<file path="src/rtl/mips_multicycle_cpu.sv">
// Multi-cycle MIPS-subset core: one shared req/ack memory port for fetch and data,
// internal 32x32 register file, illegal-instruction halt and a retired-instruction counter.
module mips_multicycle_cpu #(
    parameter int                    ADDR_WIDTH = 8,
    parameter logic [ADDR_WIDTH-1:0] RESET_PC   = '0
) (
    input  logic                  clk,
    input  logic                  rst,
    output logic                  mem_req,
    output logic                  mem_we,
    output logic [ADDR_WIDTH-1:0] mem_addr,
    output logic [31:0]           mem_wdata,
    input  logic [31:0]           mem_rdata,
    input  logic                  mem_ack,
    output logic [ADDR_WIDTH-1:0] pc_out,
    output logic                  halted,
    output logic [31:0]           retired
);

    typedef enum logic [2:0] {
        FETCH,
        DECODE,
        EXEC,
        MEM,
        WB,
        HALT
    } state_t;

    localparam logic [5:0] OP_RTYPE = 6'h00;
    localparam logic [5:0] OP_J     = 6'h02;
    localparam logic [5:0] OP_BEQ   = 6'h04;
    localparam logic [5:0] OP_ADDI  = 6'h08;
    localparam logic [5:0] OP_LW    = 6'h23;
    localparam logic [5:0] OP_SW    = 6'h2B;

    localparam logic [5:0] FN_ADD = 6'h20;
    localparam logic [5:0] FN_SUB = 6'h22;
    localparam logic [5:0] FN_AND = 6'h24;
    localparam logic [5:0] FN_OR  = 6'h25;
    localparam logic [5:0] FN_SLT = 6'h2A;

    state_t                state;
    logic [ADDR_WIDTH-1:0] pc;
    logic [31:0]           ir;
    logic [31:0]           a;
    logic [31:0]           b;
    logic [31:0]           alu_out;
    logic [31:0]           mdr;
    logic [31:0]           retired_q;
    logic [31:0]           regs [32];

    logic [5:0]  op;
    logic [4:0]  rs;
    logic [4:0]  rt;
    logic [4:0]  rd;
    logic [5:0]  funct;
    logic [31:0] simm;
    logic        is_sw;
    logic        legal;
    logic [31:0] alu_result;
    logic [4:0]  dest;
    logic [31:0] wb_data;

    assign op    = ir[31:26];
    assign rs    = ir[25:21];
    assign rt    = ir[20:16];
    assign rd    = ir[15:11];
    assign funct = ir[5:0];
    assign simm  = {{16{ir[15]}}, ir[15:0]};
    assign is_sw = (op == OP_SW);

    assign dest    = (op == OP_RTYPE) ? rd : rt;
    assign wb_data = (op == OP_LW) ? mdr : alu_out;

    always_comb begin
        legal = 1'b0;
        case (op)
            OP_RTYPE: legal = (funct == FN_ADD) || (funct == FN_SUB) || (funct == FN_AND) ||
                              (funct == FN_OR)  || (funct == FN_SLT);
            OP_J, OP_BEQ, OP_ADDI, OP_LW, OP_SW: legal = 1'b1;
            default: legal = 1'b0;
        endcase
    end

    // Non-R-type users of the ALU (addi, lw, sw) all want A + sign-extended immediate.
    always_comb begin
        alu_result = a + simm;
        if (op == OP_RTYPE) begin
            case (funct)
                FN_SUB:  alu_result = a - b;
                FN_AND:  alu_result = a & b;
                FN_OR:   alu_result = a | b;
                FN_SLT:  alu_result = {31'd0, ($signed(a) < $signed(b))};
                default: alu_result = a + b;
            endcase
        end
    end

    always_ff @(posedge clk) begin
        if (rst) begin
            state     <= FETCH;
            pc        <= RESET_PC;
            ir        <= '0;
            a         <= '0;
            b         <= '0;
            alu_out   <= '0;
            mdr       <= '0;
            retired_q <= '0;
            for (int i = 0; i < 32; i++) begin
                regs[i] <= '0;
            end
        end else begin
            case (state)
                FETCH: begin
                    if (mem_ack) begin
                        ir    <= mem_rdata;
                        pc    <= pc + ADDR_WIDTH'(4);
                        state <= DECODE;
                    end
                end
                DECODE: begin
                    a     <= regs[rs];
                    b     <= regs[rt];
                    state <= legal ? EXEC : HALT;
                end
                EXEC: begin
                    case (op)
                        OP_RTYPE, OP_ADDI: begin
                            alu_out <= alu_result;
                            state   <= WB;
                        end
                        OP_LW, OP_SW: begin
                            alu_out <= alu_result;
                            state   <= MEM;
                        end
                        OP_BEQ: begin
                            if (a == b) begin
                                pc <= pc + ADDR_WIDTH'(simm << 2);
                            end
                            retired_q <= retired_q + 32'd1;
                            state     <= FETCH;
                        end
                        OP_J: begin
                            pc        <= ADDR_WIDTH'({ir[25:0], 2'b00});
                            retired_q <= retired_q + 32'd1;
                            state     <= FETCH;
                        end
                        default: state <= HALT;
                    endcase
                end
                MEM: begin
                    if (mem_ack) begin
                        if (is_sw) begin
                            retired_q <= retired_q + 32'd1;
                            state     <= FETCH;
                        end else begin
                            mdr   <= mem_rdata;
                            state <= WB;
                        end
                    end
                end
                WB: begin
                    // R0 is never written, so reading it always yields zero.
                    if (dest != 5'd0) begin
                        regs[dest] <= wb_data;
                    end
                    retired_q <= retired_q + 32'd1;
                    state     <= FETCH;
                end
                HALT: state <= HALT;
                default: state <= FETCH;
            endcase
        end
    end

    // Port outputs are forced to their idle values during reset so an in-flight access drops at once.
    assign mem_req   = !rst && ((state == FETCH) || (state == MEM));
    assign mem_we    = !rst && (state == MEM) && is_sw;
    assign mem_addr  = rst ? RESET_PC :
                       (state == MEM) ? {alu_out[ADDR_WIDTH-1:2], 2'b00} : pc;
    assign mem_wdata = (!rst && (state == MEM)) ? b : 32'd0;
    assign pc_out    = rst ? RESET_PC : pc;
    assign halted    = !rst && (state == HALT);
    assign retired   = rst ? 32'd0 : retired_q;

endmodule

</file>
<file path="config.mk">
export PLATFORM = sky130hd
export DESIGN_NAME = mips_multicycle_cpu
export DESIGN_NICKNAME = d
export VERILOG_FILES = /design/src/rtl/mips_multicycle_cpu.sv
export SDC_FILE = /design/constraint.sdc
export NUM_CORES = 2
export LEC_CHECK = 0
export ABC_AREA = 1
export CAP_MARGIN = 20
export CORE_MARGIN = 8
export CORE_UTILIZATION = 25
export DETAILED_ROUTE_END_ITERATION = 7
export DONT_BUFFER_PORTS = 1
export SYNTH_ARGS = -nofsm -noshare
export SYNTH_HDL_FRONTEND = slang
export SYNTH_SLANG_ARGS = --single-unit
</file>
<file path="constraint.sdc">
create_clock -name clk -period 9.04 [get_ports clk]
set_input_delay 1.808 -clock clk [delete_from_list [all_inputs] [get_ports clk]]
set_output_delay 1.808 -clock clk [all_outputs]
set_load 0.02 [all_outputs]
</file>
Word-level counts from Yosys, hierarchy flattened
Memories as Yosys holds them, arrays and structs flattened. A register that Yosys moved wholly into a read port is not among the register bits.
Cells that the tools add are included.
W data, S select, Z words.
- memories kept: 1
- input bits: 35
- output and inout bits: 83
- register bits after elaboration: 139
- RAM bits: 1024
- memories (memory ; words ; bits a word ; rd ports ; clocked after memory_dff ; wr ports ; line ; source):
    regs ; 32 ; 32 ; 2 ; 2 ; 32 ; 50 ; logic [31:0] regs [32];
- $lt $le $gt $ge: 1
- $add $sub $neg: 6
- mux-type cells: 33
- bitwise logic cells: 3
- equal/unequal tests: 22
- reductions and logical operators: 27
- operators by type and width (operator ; number):
    $mux W32 ; 8
    $pmux W32 S4 ; 1
    $pmux W32 S3 ; 1
    $add A32 B32 Y32 ; 2
    $eq A6 B6 Y1 const B ; 7
    $mux W8 ; 5
    $add A32 B1 Y32 const B ; 1
    $and A32 B32 Y32 ; 1
    $eq A32 B32 Y1 ; 1
    $lt A32 B32 Y1 ; 1
    $or A32 B32 Y32 ; 1
    $pmux W8 S2 ; 2
    $reduce_or A32 Y1 ; 1
    $sub A32 B32 Y32 ; 1
    $pmux W3 S5 ; 1
    $mux W3 ; 4
    $mux W5 ; 2
    $pmux W3 S3 ; 1
    $add A8 B3 Y8 const B ; 1
    $add A8 B8 Y8 ; 1
    $ne A2 B2 Y1 const B ; 4
    $reduce_and A4 Y1 ; 2
    $mux W1 ; 7
    $eq A3 B2 Y1 const B ; 2
    other kinds (22) ; 34

Logic depth before layout (Yosys ltp)
- word-level depth: 9
- depth in mapped cells: 19
- mapped depth without buffers: 18

Worst setup path before layout
OpenSTA, ideal clock, no wires.
- path kind: input -> output
- from: in rst
- to: out mem_wdata[11]
- path buffers: 3
- setup slack: 4.178 ns
- cell stages on the path: 6
- data arrival time: 3.054 ns
- required time: 7.232 ns
- cell sequence: clkbuf_1 -> clkinv_1 -> nand2_1 -> clkbuf_1 -> clkbuf_1 -> nor2_1
- longest elaborated chain between the ends: 3
- RTL lines (element ; line ; source):
    from (decl) ; 8 ; input logic rst,
    $logic_not A1 Y1 ; 181 ; assign mem_wdata = (!rst && (state == MEM)) ? b : 32'd0;
    $logic_and A1 B1 Y1 ; 181 ;
    $mux W32 ; 181 ;
    to (decl) ; 12 ; output logic [31:0] mem_wdata,
Every way passes these cells.

Final worst setup path
- from: in rst
- to: out mem_we
- longest elaborated chain between the ends: 3
- RTL lines (element ; line ; source):
    $logic_not A1 Y1 ; 178 ; assign mem_we = !rst && (state == MEM) && is_sw;
    $logic_and A1 B1 Y1 (2 in series) ; 178 ;
    to (decl) ; 10 ; output logic mem_we,
Every way passes these cells.

==> results.cfg <==
[pwr]
power.leakage_nw = 27.2
p_sw_mw = 9.33
seqPwrFrac = 0.333
power_density_mw_per_mm2 = 269
power_switching_share = 0.443
combPwrFrac = 0.405
p_total_mw = 21.1
clkPwrFrac = 0.262
internal_power_mw = 11.7
ir_worst_vdd_mv = 0.227

[global_route]
grt_pass1_vias = 59800
grt_max_degree = 164
grt-ovfl-total = 0
grt_first_pass_wirelength_mm = 406
antenna_found_initial = 27
track_usage = 0.178

[clocking]
path_clk_slew_ns = 0.06
cts_made_buffers = 132
post_cts_buffers = 0
root_buffer = clkbuf_16
clock-sinks = 1225
cts_hold_buf = 0
cts_resized = 0
clock_latency_ns = 0.82
cts_tree = built
cts.path.max_buffers = 3
cts_max_level = 4

[sta]
slew_viol_final = 0
setup_tns_ns = 0
hold_slack_ns = 0.454
relSlewSlack = 0.210
tightest_slew_ns = 1.19
max_freq_mhz = 194
min_period_ns = 5.16
rsz0062_at_grt = false
hold_viol = 0
fin_crit_sh = 0.571
skew_ns = 0.0416
setup_viol = 0

[place]
portBuffers = 0
dpl_cell_area_mm2 = 0.0737
gp_congestion = 0.944
dp_cells = 12100
dp_hpwl_mm = 176

[critical_path]
worstSetupStartpointType = input port
cp_max_fo = 110
cp.required_ns = 7.23
cpLargestDelayFamily = simple AND/OR/NAND/NOR gates
cp_num_buf_inv = 1
end_kind = primary output
crit_arrival_ns = 3.36
slowest_stage = nor4_1
path_class = input port to primary output
slowest_delay_ns = 0.86
cp_cell_sequence = inv_6, nand2_1, nor4_1

[yosys]
synth.avg_cell_area_um2 = 7.90
netlist_area_mm2 = 0.0704
synth_compound_area_frac = 0.205
ys.flop_type = edfxtp_1
synth.ff_latch_count = 1225
yosysSeqAreaShare = 0.494
synthTopCellsByArea = edfxtp_1 44%, nor2_1 14%, o21ai_0 11%
synthMuxAreaShare = 0
synth_top_area_cell = edfxtp_1
synth.top_cells.by_count = 2,548 x nor2_1, 1,596 x o21ai_0, 1,024 x edfxtp_1
async_flop_share = 0
yosys_warnings = 0
yosysMostFrequentCell = nor2_1
yosys.area_share.simple = 0.203
synthCells = 8915
yosysUniqueCellTypes = 50
synth_top_area_share = 0.437
synth_xor_area_frac = 0.00398
synth_top_family_by_area = compound AO/OA/AOI/OAI gates
synth-edff-count = 1024
yosys.area_share.adder = 0.0249

[floorplan]
dieArea_mm2 = 0.299
initial_core_util = 0.250
ios = 118
core_mm2 = 0.281
rows = 195
die_w_um = 547
die_h_um = 547

[cells_and_area]
stdcell_count = 12300
area_growth_pct = 11.1
fin_nets = 8644
fin_area_mm2 = 0.0782
drive_gt1_frac = 0.0576
fill_cells = 30100

[worst_hold_path]
hold_path_class = flip-flop to flip-flop

[outcome]
outcome = finished clean

[run]
cap_violations = 0

[detailed_routing]
routed-via-count = 67200
drt-total-wl_mm = 283
drtIter0Drc = 11100
drt.antenna.violating_nets = 0
drtPass1Iterations = 7
drc_errors = 0
post_drt_wl_per_cell_um = 22.9
vias_per_cell = 5.45
==> state kept, by name, indices dropped and copies added (netlist names) <==
signal,count
alu_out,32
state,3
pc,6
mdr,32
retired_q,32
regs,1024
ir,32
b,32
a,32
==> metrics by stage <==
| step | setup slack [ns] | utilization |
|---|---|---|
| floorplan | 4.18 | - |
| global placement | 3.38 | 0.262 |
| detailed placement | 3.20 | 0.262 |
| CTS | 3.20 | 0.277 |
| global route | 3.78 | 0.278 |
| finish | 3.88 | 0.278 |
==> logic make-up (layout without fill, tap and decap cells) <==
| family | Yosys count | count (layout) |
|---|---|---|
| buf+inv | 1229 | 855 |
| compound gates | 2654 | 2654 |
| simple gates | 3636 | 3636 |
| fa+ha+maj | 138 | 138 |
| flops | 1225 | 1225 |
| other cells | 1 | 59 |
| xor+xnor | 32 | 32 |
==> cells in the final DEF, fill, tap and decap left out, types with 6 or more instances in the layout <==
| cell | netlist | layout |
|---|---|---|
| a31oi_1 | 19 | 19 |
| a21oi_1 | 338 | 312 |
| o21ai_0 | 1596 | 1590 |
| nor2_1 | 2548 | 2547 |
| buf_12 | 0 | 14 |
| ha_1 | 134 | 134 |
| bufinv_16 | 0 | 9 |
| o22ai_1 | 561 | 561 |
| edfxtp_1 | 1024 | 1024 |
| or2_2 | 42 | 42 |
| nand2_1 | 726 | 675 |
| o21ai_4 | 0 | 6 |
| o21bai_1 | 13 | 13 |
| nand4_1 | 38 | 38 |
| nand3_1 | 192 | 191 |
| clkinv_1 | 4 | 23 |
| nand2_2 | 14 | 64 |
| dfxtp_4 | 0 | 8 |
| buf_4 | 18 | 120 |
| o211ai_1 | 35 | 35 |
| o21a_1 | 6 | 6 |
| diode_2 | 0 | 23 |
| nand3b_1 | 14 | 14 |
| clkinv_2 | 0 | 17 |
| clkbuf_1 | 605 | 33 |
| a21oi_4 | 0 | 13 |
| xor2_1 | 30 | 30 |
| o221ai_1 | 64 | 64 |
| inv_1 | 468 | 464 |
| nor4_1 | 13 | 13 |
| dfxtp_1 | 201 | 191 |
| conb_1 | 1 | 36 |
| a21oi_2 | 0 | 13 |
| clkbuf_16 | 0 | 133 |
| nor3_1 | 34 | 34 |
| inv_6 | 0 | 7 |
==> routing by layer <==
metal / global-route usage / wire length, um
met1: 0.246 / 115000
met2: 0.254 / 116000
met3: 0.0687 / 43700
met4: 0.0556 / 8860
met5: 0 / 153
==> power by group through the flow <==
stage	logic (mW)	registers [mW]	clock network, mW
finish	8.54	7.02	5.52
global route	9.17	7.04	5.78
CTS	8.14	6.98	5.55
detailed placement	8.12	7.10	0
global placement	8.11	7.10	0
floorplan	5.38	6.74	0
==> final cells by class <==
cell class	count	area (um^2)	area share
inverters	477	1840	0.0235
multi-input cells	6496	31300	0.401
well taps	3743	4680	0.0599
diodes	23	57.6	0.000736
flip-flops and latches	1225	34800	0.445
clock buffers	173	3530	0.0451
clock inverters	66	719	0.00920
repair buffers	139	1240	0.0158
==> worst paths after layout <==
kind	from	to	slack [ns]	cells past startpoint
worst max-delay path	rst	mem_we	3.88	3
worst min-delay path	mdr[9]$_SDFFE_PP0P_	mdr[9]$_SDFFE_PP0P_	0.45	2
worst max register to register	ir[19]$_SDFFE_PP0P_	regs[21][30]$_SDFFCE_PN0P_	4.02	9
worst min register to register	mdr[9]$_SDFFE_PP0P_	mdr[9]$_SDFFE_PP0P_	0.45	2
==> worst min-delay path, cell delays in order (launching register included) <==
cell and delay (ns):
dfxtp_1 0.30, inv_1 0.06, a21oi_1 0.05
Power figures use the tool's default switching activity.
